### config.mk
export PLATFORM = sky130hd
export DESIGN_NAME = cross_bar_drain
export DESIGN_NICKNAME = d
export VERILOG_FILES = /design/src/rtl/cross_bar_drain.sv
export SDC_FILE = /design/constraint.sdc
export NUM_CORES = 1
export LEC_CHECK = 0
export ABC_AREA = 0
export BUFFER_PORTS_ARGS = -buffer_cell sky130_fd_sc_hd__buf_2
export CAP_MARGIN = 0
export CELL_PAD_IN_SITES_DETAIL_PLACEMENT = 1
export CELL_PAD_IN_SITES_GLOBAL_PLACEMENT = 1
export CORE_UTILIZATION = 56
export CTS_BUF_LIST = sky130_fd_sc_hd__clkbuf_2 sky130_fd_sc_hd__clkbuf_4 sky130_fd_sc_hd__clkbuf_8
export DETAILED_ROUTE_END_ITERATION = 10
export GPL_ROUTABILITY_DRIVEN = 0
export PLACE_DENSITY_LB_ADDON = 0.1
export SYNTH_ARGS = -nofsm -noshare
export SYNTH_HDL_FRONTEND = slang
export SYNTH_SLANG_ARGS = --single-unit
### constraint.sdc
create_clock -name clk -period 7.4 [get_ports clk]
set_input_delay 2.22 -clock clk [delete_from_list [all_inputs] [get_ports clk]]
set_output_delay 2.22 -clock clk [all_outputs]
set_load 0.02 [all_outputs]
### src/rtl/cross_bar_drain.sv
// Drain-side receiver for one crossbar output port: FWFT FIFO with hysteretic stall generation.
// Optional sticky drop detection is enabled by defining CROSS_BAR_DRAIN_OVERFLOW_EN.
//
// state | meaning
// ------+---------------------------------------------------------------
// FLOW  | stall=0, crossbar may send; leave when free slots <= STALL_LAT
// HOLD  | stall=1, waiting for occupancy to fall to DEPTH/2 or below
module cross_bar_drain #(
  parameter int WIDTH     = 8,
  parameter int DEPTH     = 8,
  parameter int STALL_LAT = 2
) (
  input  logic                         clk,
  input  logic                         rst,
  input  logic                         valid,
  input  logic [WIDTH-1:0]             q,
  output logic                         stall,
  output logic                         out_valid,
  output logic [WIDTH-1:0]             out_data,
  input  logic                         out_ready,
  output logic [$clog2(DEPTH+1)-1:0]   count,
  output logic                         overflow
);

  localparam int CW = $clog2(DEPTH+1);
  localparam int PW = $clog2(DEPTH);

  typedef enum logic {FLOW = 1'b0, HOLD = 1'b1} state_t;

  state_t           state, state_n;
  logic [PW-1:0]    wr_ptr, rd_ptr;
  logic [WIDTH-1:0] mem [DEPTH];
  logic             push, pop;
  logic [CW-1:0]    cnt_n;

  assign out_valid = (count != '0);
  assign out_data  = mem[rd_ptr];
  assign pop       = out_valid && out_ready;
  // A pop frees the slot, so a full FIFO can still take a word in the same cycle.
  assign push      = valid && ((count < CW'(DEPTH)) || pop);

  always_comb begin
    cnt_n = count;
    if (push && !pop)
      cnt_n = count + CW'(1);
    else if (pop && !push)
      cnt_n = count - CW'(1);
  end

  always_comb begin
    state_n = state;
    case (state)
      FLOW: if ((CW'(DEPTH) - cnt_n) <= CW'(STALL_LAT)) state_n = HOLD;
      HOLD: if (cnt_n <= CW'(DEPTH/2))                  state_n = FLOW;
      default: state_n = HOLD;
    endcase
  end

  always_ff @(posedge clk) begin
    if (rst) begin
      count  <= '0;
      wr_ptr <= '0;
      rd_ptr <= '0;
      state  <= HOLD;
      stall  <= 1'b1;
    end else begin
      count <= cnt_n;
      if (push) wr_ptr <= wr_ptr + PW'(1);
      if (pop)  rd_ptr <= rd_ptr + PW'(1);
      state <= state_n;
      stall <= (state_n == HOLD);
    end
  end

  always_ff @(posedge clk) begin
    if (!rst && push)
      mem[wr_ptr] <= q;
  end

`ifdef CROSS_BAR_DRAIN_OVERFLOW_EN
  // A valid word that could not be pushed was dropped on a full FIFO.
  always_ff @(posedge clk) begin
    if (rst)
      overflow <= 1'b0;
    else if (valid && !push)
      overflow <= 1'b1;
  end
`else
  assign overflow = 1'b0;
`endif

endmodule

# Word-level counts from Yosys, hierarchy flattened

Memories as Yosys holds them, arrays and structs flattened. A register that Yosys moved wholly into a read port is not among the register bits.
Index checks and enable logic that the tools add are counted.

Register bits after elaboration: 11
Memory bits (writable): 64
Bits of input ports: 12
Logic and storage cells: 33
Memories kept: 1

Memories:

| name | words | bits a word | rd ports | clocked after Yosys merged registers in | write ports | RTL line | text |
|---|---|---|---|---|---|---|---|
| mem  | 8     | 8           | 1        | 1                                       | 1           | 32       | `logic [WIDTH-1:0] mem [DEPTH];` |

$add $sub $neg: 5
Magnitude comparators: 3
Multiplexer cells: 9
Bitwise operators: 1
Reductions and logical operators: 10

Operators with widths:

| kind                | number |
|---|---|
| $mux 4              | 2 |
| $add 3x1->3 const B | 2 |
| $mux 3              | 2 |
| $logic_and 1x1->1   | 5 |
| $add 4x1->4 const B | 1 |
| $le 4x2->1 const B  | 1 |
| $le 4x3->1 const B  | 1 |
| $lt 4x4->1 const B  | 1 |
| $mux 1              | 4 |
| $reduce_bool 4->1   | 1 |
| $sub 4x1->4 const B | 1 |
| $sub 4x4->4 const A | 1 |
| $logic_not 1->1     | 3 |
| $pmux 1 s2          | 1 |
| $logic_or 1x1->1    | 1 |
| $not 1->1           | 1 |

# Longest topological paths before layout

Gate-level depths: netlist of the first run.

Depth after elaboration: 12
Mapped depth: 8
Gate-level depth less buffers: 7

# Worst setup path after synthesis of the first run

Ideal clock, no wire load.

Path kind: in2reg
Start: input port out_ready
End: memory mem[0][0], enable pin
Setup time: 395 ps
Data arrival time: 3,625 ps
Required time: 7,005 ps
Setup slack: 3,381 ps
Stages: 4
Buffers on the path: 1
Cell sequence: clkbuf_1 -> o21a_1 -> nand2b_1 -> nor4_1

Longest elaborated chain between the ends: 6

RTL lines:

| item                         | RTL line | text |
|---|---|---|
| start: declaration           | 20       | `input logic out_ready,` |
| $logic_and 1x1->1            | 38       | `assign pop = out_valid && out_ready;` |
| $logic_or 1x1->1             | 40       | `assign push = valid && ((count < CW'(DEPTH)) \|\| pop);` |
| $logic_and 1x1->1            | 40       |  |
| $logic_and 1x1->1            | 76       | `if (!rst && push)` |
| $mux 1                       | 76       |  |
| $mux 1 (not written as such) | 77       | `mem[wr_ptr] <= q;` |
| end: declaration             | 32       |  |

No other way between the ends.

==> flow_metrics.env, run 1 <==
export IMPL_finalSetupTns_ns=0
export IMPL_postRouteWirelength_mm=7.123
export IMPL_finalNetCount=240
export IMPL_slew_headroom=0.3253
export IMPL_rr_worst_depth=4
export IMPL_synth_edf_count=64
export IMPL_cts_buffers_inserted=9
export IMPL_grt_pass1_wl_mm=11.29
export IMPL_dp_worst_setup_slack_ns=3.056
export IMPL_start_kind="flop"
export IMPL_die_h_um=78.41
export IMPL_syn_nets=214
export IMPL_die_area_um2=6148
export IMPL_crit_end="out_data[5]"
export IMPL_netlist_area_um2=3269
export IMPL_worst_path_max_fanout=16
export IMPL_cts_htree_levels=3
export IMPL_timing_fmax_ghz=0.2154
export IMPL_worstPathRequired_ns=5.18
export IMPL_clk_latency_ns=0.34
export IMPL_io_buffer_count=25
export IMPL_ys_ff_latch=78
export IMPL_vias=1843
export IMPL_drtAntennaViolNets=0
export IMPL_cts_resized_gates=0
export IMPL_antenna_found_initial=0
export IMPL_intPower_uw=786.2
export IMPL_syn_avg_cell_area_um2=16.51
export IMPL_diodes=0
export IMPL_cp_end_kind="output pin"
export IMPL_dp_hpwl_mm=4.592
export IMPL_clkSlewWorstSetupHoldPaths_ns=0.08
export IMPL_post_cts_buffers=0
export IMPL_coreArea_um2=5574
export IMPL_dr_pass1_iters=5
export IMPL_wl_per_cell_um=23.66
export IMPL_max_vdd_ir_drop_v=0.0001606
export IMPL_final_max_slew_viol_count=0
export IMPL_grt_max_degree=18
export IMPL_path_class="reg2out"
export IMPL_via_per_inst=6.123
export IMPL_cp_buffers_inverters=1
export IMPL_p_per_area_nw_per_um2=294.9
export IMPL_worstMarginPinSlew_ns=1.011
export IMPL_timing_final_ws_setup_ns=2.757
export IMPL_cts_max_path_buffers=2
export IMPL_status="completed"
export IMPL_grt_pass1_vias=1971
export IMPL_p_comb_frac=0.188
export IMPL_synth_distinct_cells=43
export IMPL_crit_cells=3
export IMPL_power_uw=1077
export IMPL_power_leakage_uw=0.001241
export IMPL_ys_async_sr_fraction=0
export IMPL_crit_chain="mux4_2 -> mux2_2 -> buf_2"
export IMPL_area_delta_synth_final_pct=11.75
export IMPL_placementRows=27
export IMPL_drt_iter0_drc=148
export IMPL_seqPwrFrac=0.487
export IMPL_rr_endpoint="mem[7][1]"
export IMPL_crit_family="flip-flops"
export IMPL_switching_power_uw=291.2
export IMPL_fp_dieW_um=78.41
export IMPL_critPathMaxStageDelay_ns=1.00
export IMPL_r2r_start="count[3]"
export IMPL_root_buffer="clkbuf_8"
export IMPL_setup_viol=0
export IMPL_power_frac_clock=0.325
export IMPL_drc=0
export IMPL_arrival_ns=2.42
export IMPL_drive_above_1_share=0.3406
export IMPL_grtUsageTotal=0.2636
export IMPL_whs_path_depth=2
export IMPL_ioPinCount=27
export IMPL_cts_sinks=78
export IMPL_period_needed_ns=4.643
export IMPL_netSwitchingFraction=0.2703
export IMPL_hold_viol=0
export IMPL_cts_tree="built"
export IMPL_max_cap_viol_count=0
export IMPL_placed_area_um2=3432
export IMPL_synth_ff_type="edfxtp_1"
export IMPL_fin_skew_ns=0.01090
export IMPL_cp_slowest_cell="dfxtp_1"
export IMPL_initial_core_util=0.5865
export IMPL_gr_total_overflow=0
export IMPL_ys_seq_area_frac=0.6736
export IMPL_reg2reg_setup_slack_ns=5.28
export IMPL_rsz0062_at_grt="no"
export IMPL_hp_class="reg2reg"
export IMPL_netlist_instances=198
export IMPL_stdcell_area_um2=3654
export IMPL_timing_final_crit_share=0.6274
export IMPL_final_core_util=0.6554
export IMPL_synth_warnings=0
export IMPL_ctsHoldBuffers=0
worst min-delay path by stage:
stage	start	endpoint	slack, ns
floorplan	rd_ptr[1]	flop	0.45
global placement	rd_ptr[1]	rd_ptr[1]	0.47
detailed placement	rd_ptr[1]	rd_ptr[1]	0.49
CTS	rd_ptr[1]	rd_ptr[1]	0.51
global route	rd_ptr[1]	rd_ptr[1]	0.52
finish	rd_ptr[1]	rd_ptr[1]	0.50
flip-flops by register name, summed over array words and instances, names as in the netlist, named ones only:
| name | flops |
|---|---|
| wr_ptr | 3 |
| rd_ptr | 3 |
| mem | 64 |
| count | 4 |
| state | 1 |
power by group through the flow:
stage / Sequential [µW] / Combinational, µW / Clock (µW)
final: 525 / 203 / 350
after global routing: 530 / 218 / 370
after global placement: 532 / 188 / 0
after CTS: 526 / 204 / 352
after detailed placement: 535 / 201 / 0
after floorplan: 518 / 167 / 0
metal layers:
| metal | GRT usage | part of all wire | vias up |
|---|---|---|---|
| met1 | 0.3195 | 0.39 | 934 |
| li1 | - | - | 823 |
| met4 | 0.09259 | 0.023 | 0 |
| met2 | 0.4684 | 0.54 | 70 |
| met5 | 0 | 0 | - |
| met3 | 0.05349 | 0.047 | 16 |
cells by family (layout without fill, tap and decap cells):
family                   count (synthesis)  after routing  share of synthesized area
flip-flops                              78             78                     0.6736
AND/OR/NAND/NOR                         46             46                    0.07386
AO/OA/AOI/OAI                           25             25                    0.06391
multiplexers                            24             24                     0.1378
buffers and inverters                   17             48                    0.02641
adder cells (fa/ha/maj)                  4              4                    0.01531
XOR/XNOR                                 3              3                   0.008038
other                                    1              1                   0.001147
final cells by class:
cell class	count	area (µm²)
clock buffer	10	137.6
clock inverter	6	83.83
fill	528	1921
inverter	5	18.77
multi-input combinational	103	980.9
sequential	78	2202
tap	72	90.09
timing repair buffer	27	140.1
placed cells by master, fill, tap and decap left out, types with 2 or more instances in the layout:
cell type / Yosys / layout
clkinv_2: 0 / 2
ha_1: 4 / 4
nand3_1: 3 / 3
bufinv_16: 0 / 2
a211oi_1: 2 / 2
nor2_1: 16 / 16
xor2_1: 3 / 3
nand2_1: 10 / 10
a211o_1: 2 / 2
a21oi_1: 4 / 4
dfxtp_1: 14 / 14
mux2_2: 8 / 8
nand2b_1: 4 / 4
buf_2: 3 / 25
inv_1: 5 / 5
a21o_2: 2 / 2
buf_4: 1 / 2
mux4_2: 16 / 16
edfxtp_1: 64 / 64
o21ai_0: 4 / 4
clkbuf_8: 0 / 10
nor4_1: 2 / 2
nor2b_1: 3 / 3
worst min-delay path, stage by stage, from the launching register on:
cell,delay [ns]
dfxtp_1,0.32
nand2_1,0.05
a21oi_1,0.07
cells in the mapped netlist, types with 2 or more instances:
| library cell | n | area [µm²] |
|---|---|---|
| edfxtp_1 | 64 | 1922 |
| mux4_2 | 16 | 360.4 |
| nor2_1 | 16 | 60.06 |
| dfxtp_1 | 14 | 280.3 |
| nand2_1 | 10 | 37.54 |
| mux2_2 | 8 | 90.09 |
| clkbuf_1 | 5 | 18.77 |
| inv_1 | 5 | 18.77 |
| a21oi_1 | 4 | 20.02 |
| ha_1 | 4 | 50.05 |
| nand2b_1 | 4 | 25.02 |
| o21ai_0 | 4 | 20.02 |
| buf_2 | 3 | 15.01 |
| nand3_1 | 3 | 15.01 |
| nor2b_1 | 3 | 18.77 |
| xor2_1 | 3 | 26.28 |
| a211o_1 | 2 | 17.52 |
| a211oi_1 | 2 | 15.01 |
| a21o_2 | 2 | 17.52 |
| buf_6 | 2 | 22.52 |
| nor4_1 | 2 | 12.51 |
per-stage QoR:
| stage | cells | hold slack, ns |
|---|---|---|
| 6_report | 301 | 0.5014 |
| 5_1_grt | 301 | 0.5226 |
| 4_1_cts | 301 | 0.5057 |
| 3_5_place_dp | 285 | 0.4940 |
| 3_3_place_gp | 285 | 0.4682 |
| 2_1_floorplan | 198 | 0.4541 |
Power figures use the tool's default switching activity.
==> run 2, diff against run 1 <==
ABC_AREA = 1   (was 0)
CORE_UTILIZATION = 44   (was 56)
clock period = 3.8 ns   (was 7.4 ns; I/O delays follow)
==> run 2 against run 1 <==
Net effect: flip-flop and latch count did not move; clock power is 67% higher; setup slack lost 2.1 ns; clock skew increased by 0.0056 ns; power increased by 89%; wire length rose by 3.0%; synthesized area shrank 0.65%; synthesized cell count grew 53%; global-route usage is 5.4 points lower; via count rose by 24%; critical endpoint is now out_data[2].
==> flow_metrics.env, run 2 <==
export IMPL_netlist_area_um2=3248
export IMPL_synth_warnings=0
export IMPL_dp_worst_setup_slack_ns=0.8154
export IMPL_die_h_um=87.92
export IMPL_grtUsageTotal=0.2098
export IMPL_clk_latency_ns=0.35
export IMPL_netlist_instances=302
export IMPL_grt_pass1_wl_mm=11.56
export IMPL_cts_resized_gates=0
export IMPL_cp_end_kind="output pin"
export IMPL_grt_pass1_vias=2237
export IMPL_ys_ff_latch=78
export IMPL_via_per_inst=5.184
export IMPL_ys_seq_area_frac=0.6780
export IMPL_timing_final_ws_setup_ns=0.6465
export IMPL_fp_dieW_um=87.92
export IMPL_p_per_area_nw_per_um2=547.7
export IMPL_switching_power_uw=640.5
export IMPL_crit_end="out_data[2]"
export IMPL_diodes=0
export IMPL_power_uw=2032
export IMPL_slew_headroom=0.4776
export IMPL_syn_nets=318
export IMPL_gr_total_overflow=0
export IMPL_period_needed_ns=3.154
export IMPL_finalSetupTns_ns=0
export IMPL_max_vdd_ir_drop_v=0.0002195
export IMPL_r2r_start="count[3]"
export IMPL_dr_pass1_iters=4
export IMPL_timing_final_crit_share=0.8299
export IMPL_synthTopCellsByCount="nor2_1, edfxtp_1, o21ai_0, nand2_1, inv_1"
export IMPL_coreArea_um2=6944
export IMPL_postRouteWirelength_mm=7.335
export IMPL_post_cts_buffers=0
export IMPL_synth_distinct_cells=24
export IMPL_synth_top_cell_area_share=0.5917
export IMPL_max_cap_viol_count=0
export IMPL_yosysMostFrequentCell="nor2_1"
export IMPL_final_max_slew_viol_count=0
export IMPL_rsz0062_at_grt="no"
export IMPL_power_leakage_uw=0.001427
export IMPL_worstMarginPinSlew_ns=0.7807
export IMPL_initial_core_util=0.4677
export IMPL_die_area_um2=7730
export IMPL_root_buffer="clkbuf_8"
export IMPL_start_kind="flop"
export IMPL_area_delta_synth_final_pct=14.21
export IMPL_rr_worst_depth=7
export IMPL_finalNetCount=355
export IMPL_status="completed"
export IMPL_synthTopCellsByArea="edfxtp_1, dfxtp_1, nor2_1"
export IMPL_final_common_cell="nor2_1"
export IMPL_ioPinCount=27
export IMPL_hold_path_startpoint="rd_ptr[2]"
export IMPL_wl_per_cell_um=16.67
export IMPL_rr_endpoint="mem[7][3]"
export IMPL_largest_reg_flops=64
export IMPL_drtAntennaViolNets=0
export IMPL_hold_viol=0
export IMPL_io_buffer_count=25
export IMPL_clkSlewWorstSetupHoldPaths_ns=0.08
export IMPL_cts_sinks=78
export IMPL_final_cell_mix="nor2_1, edfxtp_1, o21ai_0"
export IMPL_dp_hpwl_mm=4.920
export IMPL_drt_iter0_drc=108
export IMPL_drive_above_1_share=0.1773
export IMPL_worstPathRequired_ns=2.66
export IMPL_top_regs="mem x64, count x4"
export IMPL_reg2reg_setup_slack_ns=1.62
export IMPL_intPower_uw=1391
export IMPL_cts_htree_levels=3
export IMPL_grt_max_degree=33
export IMPL_worst_path_max_fanout=25
export IMPL_ys_async_sr_fraction=0
export IMPL_antenna_found_initial=0
export IMPL_dp_cells=424
export IMPL_power_frac_clock=0.287
export IMPL_synth_top_area_cell="edfxtp_1"
export IMPL_setup_viol=0
export IMPL_ctsHoldBuffers=0
export IMPL_cts_buffers_inserted=9
export IMPL_placementRows=30
export IMPL_fin_skew_ns=0.01652
export IMPL_path_class="reg2out"
export IMPL_cts_max_path_buffers=2
export IMPL_stdcell_count=440
export IMPL_cts_tree="built"
export IMPL_final_core_util=0.5342
export IMPL_vias=2281
export IMPL_syn_avg_cell_area_um2=10.76
export IMPL_timing_fmax_ghz=0.3171
export IMPL_seqPwrFrac=0.484
export IMPL_synth_ff_type="edfxtp_1"
export IMPL_hp_class="reg2reg"
export IMPL_regMostFlops="mem"
export IMPL_p_comb_frac=0.229
export IMPL_netSwitchingFraction=0.3152
export IMPL_synth_edf_count=64
export IMPL_arrival_ns=2.01
export IMPL_drc=0
-- run 2: cell count changes after synthesis, sizes merged, moves of 3 or more --
cell and delta:
mux4 -16, nand3 +10, inv +17, a31oi +8, a21oi +3, nand2 +23
nand2b -4, mux2 -8, nor2 +57, o21ai +32, nor3 +3, o22ai +8
nor2b -3, clkbuf -3
-- run 2: kinds of logic (layout without fill, tap and decap cells) --
family | count (synthesis) | in the layout | share of synthesized area
buf+inv | 33 | 75 | 0.04430
xor+xnor | 1 | 1 | 0.002697
compound gates | 60 | 60 | 0.09861
fa+ha+maj | 4 | 4 | 0.01541
other cells | 1 | 1 | 0.001155
simple gates | 125 | 125 | 0.1599
flops | 78 | 78 | 0.6780
-- run 2: worst min-delay path by stage --
stage                     depth (start not counted)         to  slack, ns
after CTS                                         2  rd_ptr[2]       0.48
after global routing                              2      state       0.50
after floorplan                                   2       flop       0.43
after global placement                            2  rd_ptr[2]       0.45
after detailed placement                          2       flop       0.46
final                                             2  rd_ptr[2]       0.48
-- run 2: power groups by stage --
stage	clock (µW)	combinational, µW	sequential (µW)
floorplan	0	315	1010
global placement	0	458	1000
detailed placement	0	471	1000
CTS	598	473	984
global route	626	520	987
finish	583	465	984
-- run 2: layer usage --
metal | routed length [µm] | global-route usage
met5 | 0 | 0
met2 | 3474 | 0.3270
met1 | 3429 | 0.2862
met4 | 152 | 0.09091
met3 | 280 | 0.04336
-- run 2: critical path: stages (launching register included) --
cell	delay (ns)
dfxtp_1	0.32
inv_1	0.52
o21ai_0	0.22
o22ai_1	0.17
nor2_1	0.06
a31oi_1	0.19
buf_2	0.19
-- run 2: through the flow --
step	hold WS [ns]	cell area, µm²
6_report	0.4803	3710
5_1_grt	0.5030	3710
4_1_cts	0.4760	3710
3_5_place_dp	0.4636	3522
3_3_place_gp	0.4482	3522
2_1_floorplan	0.4331	3248
-- run 2: layout make-up --
cell class	count	area, µm²
Fill cell	788	3234
Sequential cell	78	2202
Multi-Input combinational cell	191	902.1
Timing Repair Buffer	37	215.2
Clock buffer	12	158.9
Tap cell	96	120.1
Inverter	22	82.58
Clock inverter	4	28.78
